$ cat config.mk
export PLATFORM = sky130hd
export DESIGN_NAME = tdm_burst_framer
export DESIGN_NICKNAME = d
export VERILOG_FILES = /design/src/rtl/tdm_burst_pkg.sv /design/src/rtl/burst_sync_fifo.sv /design/src/rtl/tdm_burst_framer.sv
export SDC_FILE = /design/constraint.sdc
export NUM_CORES = 1
export LEC_CHECK = 0
export ABC_AREA = 0
export BUFFER_PORTS_ARGS = -buffer_cell sky130_fd_sc_hd__buf_2
export CORE_AREA = 5 5 124 185
export DETAILED_ROUTE_END_ITERATION = 7
export DIE_AREA = 0 0 129 190
export PLACE_DENSITY = 0.87
export SLEW_MARGIN = 20
export SYNTH_ARGS = -nofsm -noshare
export SYNTH_HDL_FRONTEND = slang
export SYNTH_SLANG_ARGS = --single-unit
$ cat constraint.sdc
create_clock -name clk -period 10.6 [get_ports clk]
set_input_delay 0.53 -clock clk [delete_from_list [all_inputs] [get_ports clk]]
set_output_delay 0.53 -clock clk [all_outputs]
set_load 0.01 [all_outputs]
$ cat src/rtl/tdm_burst_pkg.sv
// Shared types and helpers for the TDM burst framer.
// Holds the framer state encoding and the header word builder.
package tdm_burst_pkg;

    typedef enum logic [1:0] {
        IDLE,
        HDR,
        PAY,
        TRL
    } state_t;

    localparam logic [7:0] DEF_HDR_TAG = 8'hA5;

    function automatic logic [15:0] build_hdr(
        input logic [7:0] tag,
        input logic [7:0] seq
    );
        return {tag, seq};
    endfunction

endpackage

$ cat src/rtl/burst_sync_fifo.sv
// Single-clock FIFO with first-word-fall-through head.
// Count, full and empty are registered.
module burst_sync_fifo #(
    parameter int DATA_WIDTH = 16,
    parameter int FIFO_DEPTH = 16
) (
    input  logic                               clk,
    input  logic                               rst,
    input  logic [DATA_WIDTH-1:0]              wr_data,
    input  logic                               wr_en,
    input  logic                               rd_en,
    output logic [DATA_WIDTH-1:0]              rd_data,
    output logic [$clog2(FIFO_DEPTH+1)-1:0]    count,
    output logic                               full,
    output logic                               empty
);

    localparam int AW = $clog2(FIFO_DEPTH);
    localparam int CW = $clog2(FIFO_DEPTH+1);

    logic [DATA_WIDTH-1:0] mem [FIFO_DEPTH];
    logic [AW-1:0]         wr_ptr;
    logic [AW-1:0]         rd_ptr;
    logic                  push;
    logic                  pop;
    logic [CW-1:0]         count_nxt;

    assign push    = wr_en && !full;
    assign pop     = rd_en && !empty;
    assign rd_data = mem[rd_ptr];

    always_comb begin
        count_nxt = count;
        if (push && !pop) begin
            count_nxt = count + 1'b1;
        end else if (pop && !push) begin
            count_nxt = count - 1'b1;
        end
    end

    always_ff @(posedge clk) begin
        if (push) begin
            mem[wr_ptr] <= wr_data;
        end
    end

    always_ff @(posedge clk or posedge rst) begin
        if (rst) begin
            wr_ptr <= '0;
            rd_ptr <= '0;
            count  <= '0;
            full   <= 1'b0;
            empty  <= 1'b1;
        end else begin
            if (push) begin
                wr_ptr <= wr_ptr + 1'b1;
            end
            if (pop) begin
                rd_ptr <= rd_ptr + 1'b1;
            end
            count <= count_nxt;
            full  <= (count_nxt == CW'(FIFO_DEPTH));
            empty <= (count_nxt == '0);
        end
    end

endmodule

$ cat src/rtl/tdm_burst_framer.sv
// Frames the post-processed TDM result stream into header/payload/trailer
// bursts; words arriving while the FIFO is full are dropped and flagged.
module tdm_burst_framer
    import tdm_burst_pkg::*;
#(
    parameter int         DATA_WIDTH = 16,
    parameter int         BURST_LEN  = 8,
    parameter int         FIFO_DEPTH = 16,
    parameter logic [7:0] HDR_TAG    = DEF_HDR_TAG
) (
    input  logic                  clk,
    input  logic                  rst,
    input  logic [DATA_WIDTH-1:0] din,
    input  logic                  din_valid,
    output logic                  din_ready,
    output logic [DATA_WIDTH-1:0] dout,
    output logic                  dout_valid,
    input  logic                  dout_ready,
    output logic                  dout_sop,
    output logic                  dout_eop,
    output logic                  overflow,
    output logic [7:0]            seq_num
);

    localparam int CW = $clog2(FIFO_DEPTH+1);
    localparam int IW = $clog2(BURST_LEN+1);

    state_t                state;
    logic [DATA_WIDTH-1:0] head;
    logic [CW-1:0]         fifo_count;
    logic                  fifo_full;
    logic                  fifo_empty;
    logic [IW-1:0]         idx;
    logic [DATA_WIDTH-1:0] csum;
    logic                  xfer;
    logic                  burst_rdy;
    logic                  pop;

    assign xfer      = dout_valid && dout_ready;
    assign burst_rdy = (fifo_count >= CW'(BURST_LEN));
    assign din_ready = !fifo_full;
    // Header and the first BURST_LEN-1 payload transfers each pull the next word.
    assign pop = xfer && !fifo_empty &&
                 ((state == HDR) || ((state == PAY) && (idx < IW'(BURST_LEN))));

    burst_sync_fifo #(
        .DATA_WIDTH(DATA_WIDTH),
        .FIFO_DEPTH(FIFO_DEPTH)
    ) u_fifo (
        .clk    (clk),
        .rst    (rst),
        .wr_data(din),
        .wr_en  (din_valid),
        .rd_en  (pop),
        .rd_data(head),
        .count  (fifo_count),
        .full   (fifo_full),
        .empty  (fifo_empty)
    );

    always_ff @(posedge clk or posedge rst) begin
        if (rst) begin
            overflow <= 1'b0;
        end else if (din_valid && fifo_full) begin
            overflow <= 1'b1;
        end
    end

    always_ff @(posedge clk or posedge rst) begin
        if (rst) begin
            state      <= IDLE;
            dout       <= '0;
            dout_valid <= 1'b0;
            dout_sop   <= 1'b0;
            dout_eop   <= 1'b0;
            seq_num    <= '0;
            csum       <= '0;
            idx        <= '0;
        end else begin
            unique case (state)
                IDLE: begin
                    if (burst_rdy) begin
                        dout       <= build_hdr(HDR_TAG, seq_num);
                        dout_valid <= 1'b1;
                        dout_sop   <= 1'b1;
                        csum       <= '0;
                        state      <= HDR;
                    end
                end
                HDR: begin
                    if (xfer) begin
                        dout     <= head;
                        dout_sop <= 1'b0;
                        csum     <= head;
                        idx      <= IW'(1);
                        state    <= PAY;
                    end
                end
                PAY: begin
                    if (xfer) begin
                        if (idx < IW'(BURST_LEN)) begin
                            dout <= head;
                            csum <= csum + head;
                            idx  <= idx + 1'b1;
                        end else begin
                            dout     <= csum;
                            dout_eop <= 1'b1;
                            state    <= TRL;
                        end
                    end
                end
                TRL: begin
                    if (xfer) begin
                        seq_num  <= seq_num + 8'd1;
                        dout_eop <= 1'b0;
                        if (burst_rdy) begin
                            dout     <= build_hdr(HDR_TAG, seq_num + 8'd1);
                            dout_sop <= 1'b1;
                            csum     <= '0;
                            state    <= HDR;
                        end else begin
                            dout_valid <= 1'b0;
                            state      <= IDLE;
                        end
                    end
                end
                default: state <= IDLE;
            endcase
        end
    end

endmodule

# Yosys cells after proc, flatten, opt, wreduce, memory -nomap -nowiden
# Memory sizes are Yosys's and may differ from the RTL's.
# Index checks and enable logic that the tools add are counted.
[classes]
n_reduce_logical = 28
magnitude_cmp = 2
eq_ne = 12
add_sub_neg = 7
mux = 38
[ops]
columns = ["operator", "n"]
rows = [
  ["16-bit 2-to-1 mux", 10],
  ["16-bit one-hot mux with 4 select lines", 2],
  ["16-bit adder", 1],
  ["4-bit AND reduction", 4],
  ["2-bit inequality test (second input constant)", 7],
  ["4-bit by 1-bit adder with 4-bit output (second input constant)", 3],
  ["4-bit 2-to-1 mux", 3],
  ["1-bit 2-to-1 mux", 11],
  ["2-bit 2-to-1 mux", 5],
  ["5-bit 2-to-1 mux", 2],
  ["5-bit AND reduction", 2],
  ["1-bit logical AND", 9],
  ["8-bit by 1-bit adder with 8-bit output (second input constant)", 1],
  ["2-bit one-hot mux with 4 select lines", 1],
  ["4-bit one-hot mux with 2 select lines", 1],
  ["2-bit nonzero test", 3],
  ["5-bit by 1-bit adder with 5-bit output (second input constant)", 1],
  ["5-bit equality test (second input constant)", 1],
  ["5-bit by 4-bit >= comparator with 1-bit output (second input constant)", 1],
  ["5-bit logical NOT", 1],
  ["5-bit by 1-bit subtractor with 5-bit output (second input constant)", 1],
  ["2-bit equality test (second input constant)", 2],
  ["1-bit logical NOT", 4],
  ["4-bit < comparator (second input constant)", 1],
  ["9 further kinds", 10],
]
[word_totals]
ram_bits = 256
out_inout_bits = 29
ff_bits = 65
mem_count = 1
[mem_list]
columns = ["name", "depth", "word_bits", "rd", "rd_clocked_by_memory_dff", "write_ports", "line_no", "text"]
rows = [
  ["u_fifo.mem", 16, 16, 1, 0, 1, "burst_sync_fifo.sv:21", "logic [DATA_WIDTH-1:0] mem [FIFO_DEPTH];"],
]

# Logic depth before layout (Yosys ltp)
[depth]
depth_word = 9
mapped_depth = 13
depth_no_buf = 11

# Hierarchy
# From an unflattened synthesis, not the netlist that was laid out.
[hier_totals]
hier_cells = 909
hier_area_um2 = 14177.3
[by_module_without_submodules]
columns = ["mod", "cells_per_inst", "instances", "area_per_inst_um2"]
rows = [
  ["burst_sync_fifo", 503, 1, 10662.7],
  ["tdm_burst_framer", 406, 1, 3514.6],
]

# Worst setup path before layout
# OpenSTA, ideal clock, no wires.
[synth_path]
path_type = "register to register"
startpoint = "register u_fifo.rd_ptr[1]"
endpoint = "register csum[14]"
synth_period_minus_slack_ps = 3568
setup_slack_ps = 7032
path_buffers = 2
arrival_time_ps = 3440
t_required_ps = 10472
setup_ps = 128
path_stages_with_launch = 13
path_cell_list = "dfrtp_1 -> buf_2 -> clkbuf_1 -> mux4_2 -> mux4_2 -> ha_1 -> fa_1 -> a211oi_1 -> nor2_1 -> a221oi_1 -> o21ai_0 -> mux2i_1 -> nand3_1"
[synth_via]
elab_chain_len = 5
[synth_lines]
columns = ["item", "line_no", "text"]
rows = [
  ["from (decl)", "burst_sync_fifo.sv:23", "logic [AW-1:0] rd_ptr;"],
  ["from (signal assigned)", "burst_sync_fifo.sv:59", "rd_ptr <= rd_ptr + 1'b1;"],
  ["memory 16 x 16 bit *", "n/a", ""],
  ["16-bit adder", "tdm_burst_framer.sv:103", "csum <= csum + head;"],
  ["16-bit 2-to-1 mux", "tdm_burst_framer.sv:101", "if (idx < IW'(BURST_LEN)) begin"],
  ["16-bit 2-to-1 mux", "tdm_burst_framer.sv:100", "if (xfer) begin"],
  ["16-bit one-hot mux with 4 select lines *", "tdm_burst_framer.sv:80", "unique case (state)"],
  ["to (signal assigned)", "tdm_burst_framer.sv:103", ""],
  ["to (decl)", "tdm_burst_framer.sv:34", "logic [DATA_WIDTH-1:0] csum;"],
]
# Mark *: on every way between the ends. The rest lies on a longest branch, timed or not. The select of a mux whose other input is x is not followed.
# A chain may end at the register's enable or synchronous reset.

# Final worst setup path
[layout_path]
startpoint = "register u_fifo.rd_ptr[0]"
endpoint = "register csum[14]"
# Same word-level chain as after synthesis.

==> results summary <==
The flow ran to the end, and the final reports show no timing, DRC or antenna violations. The starting density of the core is 64.6%. The via count of the first global-routing pass is 8214. The max capacitance violation total is 0.

The highest ir drop seen on vdd is approximately 0.14 mV. For this block, the via count after detailed routing is 7931. The element type at the critical path start is a register.

The number of detailed-routing iterations run before antenna repair came out at 6. The count of endpoints failing hold in the final timing report came to 0. The path class of the tightest hold or removal check is primary input to asynchronous set/reset pin.

The average routed wire per standard cell came out at approximately 26 um. The final setup violation count is 0. The final worst hold slack came out at 0.197 ns.

The wire length of the first global-routing pass is 47700 um. In the synthesized netlist the dominant register cell turns out to be edfxtp_1. The initial antenna violation count came to 1. The overall routed net length came out at 31000 um. The clock net sink count is 321. Once layout is complete, the cells apart from fillers number around 1200. The cell sitting at the root of the clock tree is a clkbuf_16. The number of routed nets with antenna violations is 0. The static leakage is 5.44 nW.

The class of the most critical setup path is register to register. The data required time at the worst endpoint is 11.03 ns. Across all setup checks in the final design, the least slack found is 5.56 ns. The endpoint kind of the worst setup timing path is a register. TritonCTS built the clock tree. Setup repair after global routing left no endpoint under its margin.

The total CTS buffers is 29. The post-placement cell count came out at 1128. The count of unique library cells instantiated by Yosys came out at 56. In this run the count of I/O pins placed on the die edge is 49. The final count of pins violating max slew came out at 0. The clock latency of the later-clocked register in the worst-skew pair is between 0.5 and 0.6 ns.

The number of H-tree levels is 1. The summed instance area of the synthesized netlist is 13800 sq um. In the global route stage, overall resource usage came out at 26.2%. The cell count of the worst reg-to-reg path is 11. The number of port buffers is 48. The via-per-instance ratio is 6.72. On the final layout, the worst clock skew is 0.0261 ns.

The largest fanout of any net on the critical path came out at 50. The critical path arrival came out at roughly 5.5 ns. The number of warning messages in the yosys log is 0. In this run the core area contains 66 standard-cell rows.

The die width is 129 um. In the synthesized netlist, the number of instances is a little over 800. The number of setup buffers added after CTS came out at 0. The portion of the post-synthesis area used by sequential elements came out at about two thirds.

Post-CTS repair changed the size of 0 cells. The maximum count of clock buffers along a single path came out at 3. The height of the die is 190 um. The final weighted congestion of routability-driven global placement came out at 0.886. The worst path uses 47.5% of the clock period. The synthesized design contains 256 enable-type register cells. The full die area came out at ~25000 sq um. For this run, the post-layout net count is 937. The hold buffer count at cts is 0. Counting flops and latches in the post-synthesis netlist gives 321. Summed over all nets, the half-perimeter wirelength after detailed placement is approximately 19000 um.

The remaining routing DRC violations is 0. The total power came out at 0.00456 W. Power spread over the standard cell area amounts to between 200 and 300 nW/um^2. The number of design-rule violations left by the first detailed-router iteration is 800. The clock-pin slew on the worst setup and hold paths came out at roughly 0.07 ns. The fraction of final layout cells with drive strength greater than 1 is 24.6%. The top achievable clock speed is 199 MHz. Measured against its own limit, the worst slew margin works out to approximately 36%.

Synthesis produced a netlist with a net count of 876. The area growth from synthesis to final layout is 11.2%. The synthesized area divided by synthesized cell count is around 17 sq um. The pre-CTS setup slack came out at 5.64 ns.

The worst-margin pin slew is 0.961 ns. The area inside the core boundary came out at approximately 21000 sq um. Adding up every negative setup slack in the final design gives 0 ns. The final critical delay including setup and external delays is 5.04 ns. Of all flip-flops after synthesis, the portion carrying an async set or reset was 20.2%. The sum of overflow across all layers after global routing came out at 0. The largest net degree at the start of global routing is 66.
logic make-up (layout without fill, tap and decap cells):
group | count (synthesis) | in the layout | share of synthesized area [%]
AND/OR/NAND/NOR | 139 | 139 | 4.80
AO/OA/AOI/OAI | 147 | 147 | 6.94
other | 0 | 1 | 0
adder cells (fa/ha/maj) | 32 | 32 | 2.94
multiplexers | 86 | 86 | 13.3
flip-flops | 321 | 321 | 67.6
XOR/XNOR | 36 | 36 | 2.29
buffers and inverters | 65 | 147 | 2.13
metrics by stage:
stage / area (sq um) / util (%)
2_1_floorplan: 13800 / -
3_3_place_gp: 14400 / 67.5
3_5_place_dp: 14400 / 67.5
4_1_cts: 15300 / 71.9
5_1_grt: 15300 / 71.9
6_report: 15300 / 71.9
worst paths after layout:
path                             startpoint                to  slack (ns)
max                        u_fifo.rd_ptr[0]          csum[14]        5.56
min                                     rst   u_fifo.count[0]        0.20
max reg2reg                u_fifo.rd_ptr[0]          csum[14]        5.56
min reg2reg                        overflow          overflow        0.48
max in group asynchronous               rst  u_fifo.rd_ptr[0]        9.79
min in group clk                  din_valid          overflow        0.21
critical path, cell delays in order (launching register included):
cell and delay [ns]:
dfrtp_4 0.60, buf_4 0.79, mux4_2 0.62, mux4_2 0.52, ha_1 0.26, fa_1 0.44, a211oi_1 0.25, nor2_1 0.12
a221oi_1 0.63, o21ai_0 0.32, mux2i_1 0.23, nand3_1 0.08
power by group:
part / internal, W / total [W] / leakage [nW] / switching [W]
Sequential: 0.00157 / 0.00171 / 3.12 / 0.000137
Clock: 0.000577 / 0.00103 / 0.447 / 0.000454
Combinational: 0.000761 / 0.00182 / 1.88 / 0.00106
cells in the mapped netlist (7+ instances only):
cell type    n  share of area (%)
ha_1        29                2.6
nand4_1      7               0.32
a211oi_1     8               0.44
edfxtp_1   256                 56
a21o_1       8               0.44
nand2_1     48                1.3
mux4_2      77                 13
buf_1        8               0.22
nor2_1      35               0.95
a22oi_1     11               0.60
nor3_1       8               0.29
clkbuf_1    19               0.52
a21oi_1     45                1.6
a221oi_1    12               0.76
inv_1       26               0.71
nand3_1      7               0.25
xor2_1       9               0.57
dfrtp_1     64                 12
xnor2_1     27                1.7
o21ai_1     11               0.40
o21ai_0     21               0.76
cell type report:
class	instances	area, sq um
tap	272	340
clock buffer	31	733
inverter	26	97.6
fill	1244	5990
multi-input combinational	440	4220
clock inverter	21	204
timing repair buffer	69	398
sequential	321	9320
antenna	1	2.50
sequential cells by signal, indices dropped and copies added (netlist names):
signal and count:
u_fifo.count 5, u_fifo.empty 1, seq_num 8, u_fifo.rd_ptr 4, u_fifo.full 1, dout 16
dout_valid 1, csum 16, overflow 1, dout_sop 1, state 2, idx 4
u_fifo.wr_ptr 4, u_fifo.mem 256, dout_eop 1
placed cells by master (no fill, tap or decap), types with 21 or more instances in the layout:
cell type and n:
a21oi_1 45, buf_2 48, buf_4 21, clkbuf_16 29, dfrtp_1 62, edfxtp_1 256, ha_1 29, inv_1 25
mux4_2 77, nand2_1 48, nor2_1 23, o21ai_0 21, xnor2_1 27
per-layer routing:
| metal | up-vias | global-route usage [%] | wire [um] |
|---|---|---|---|
| met5 | - | 0 | 0 |
| met4 | 0 | 10.9 | 1310 |
| met3 | 98 | 3.93 | 2240 |
| met2 | 442 | 46.8 | 16800 |
| met1 | 4000 | 31.5 | 10700 |
| li1 | 3391 | - | - |
No activity file was read; power rests on OpenSTA's default activity.
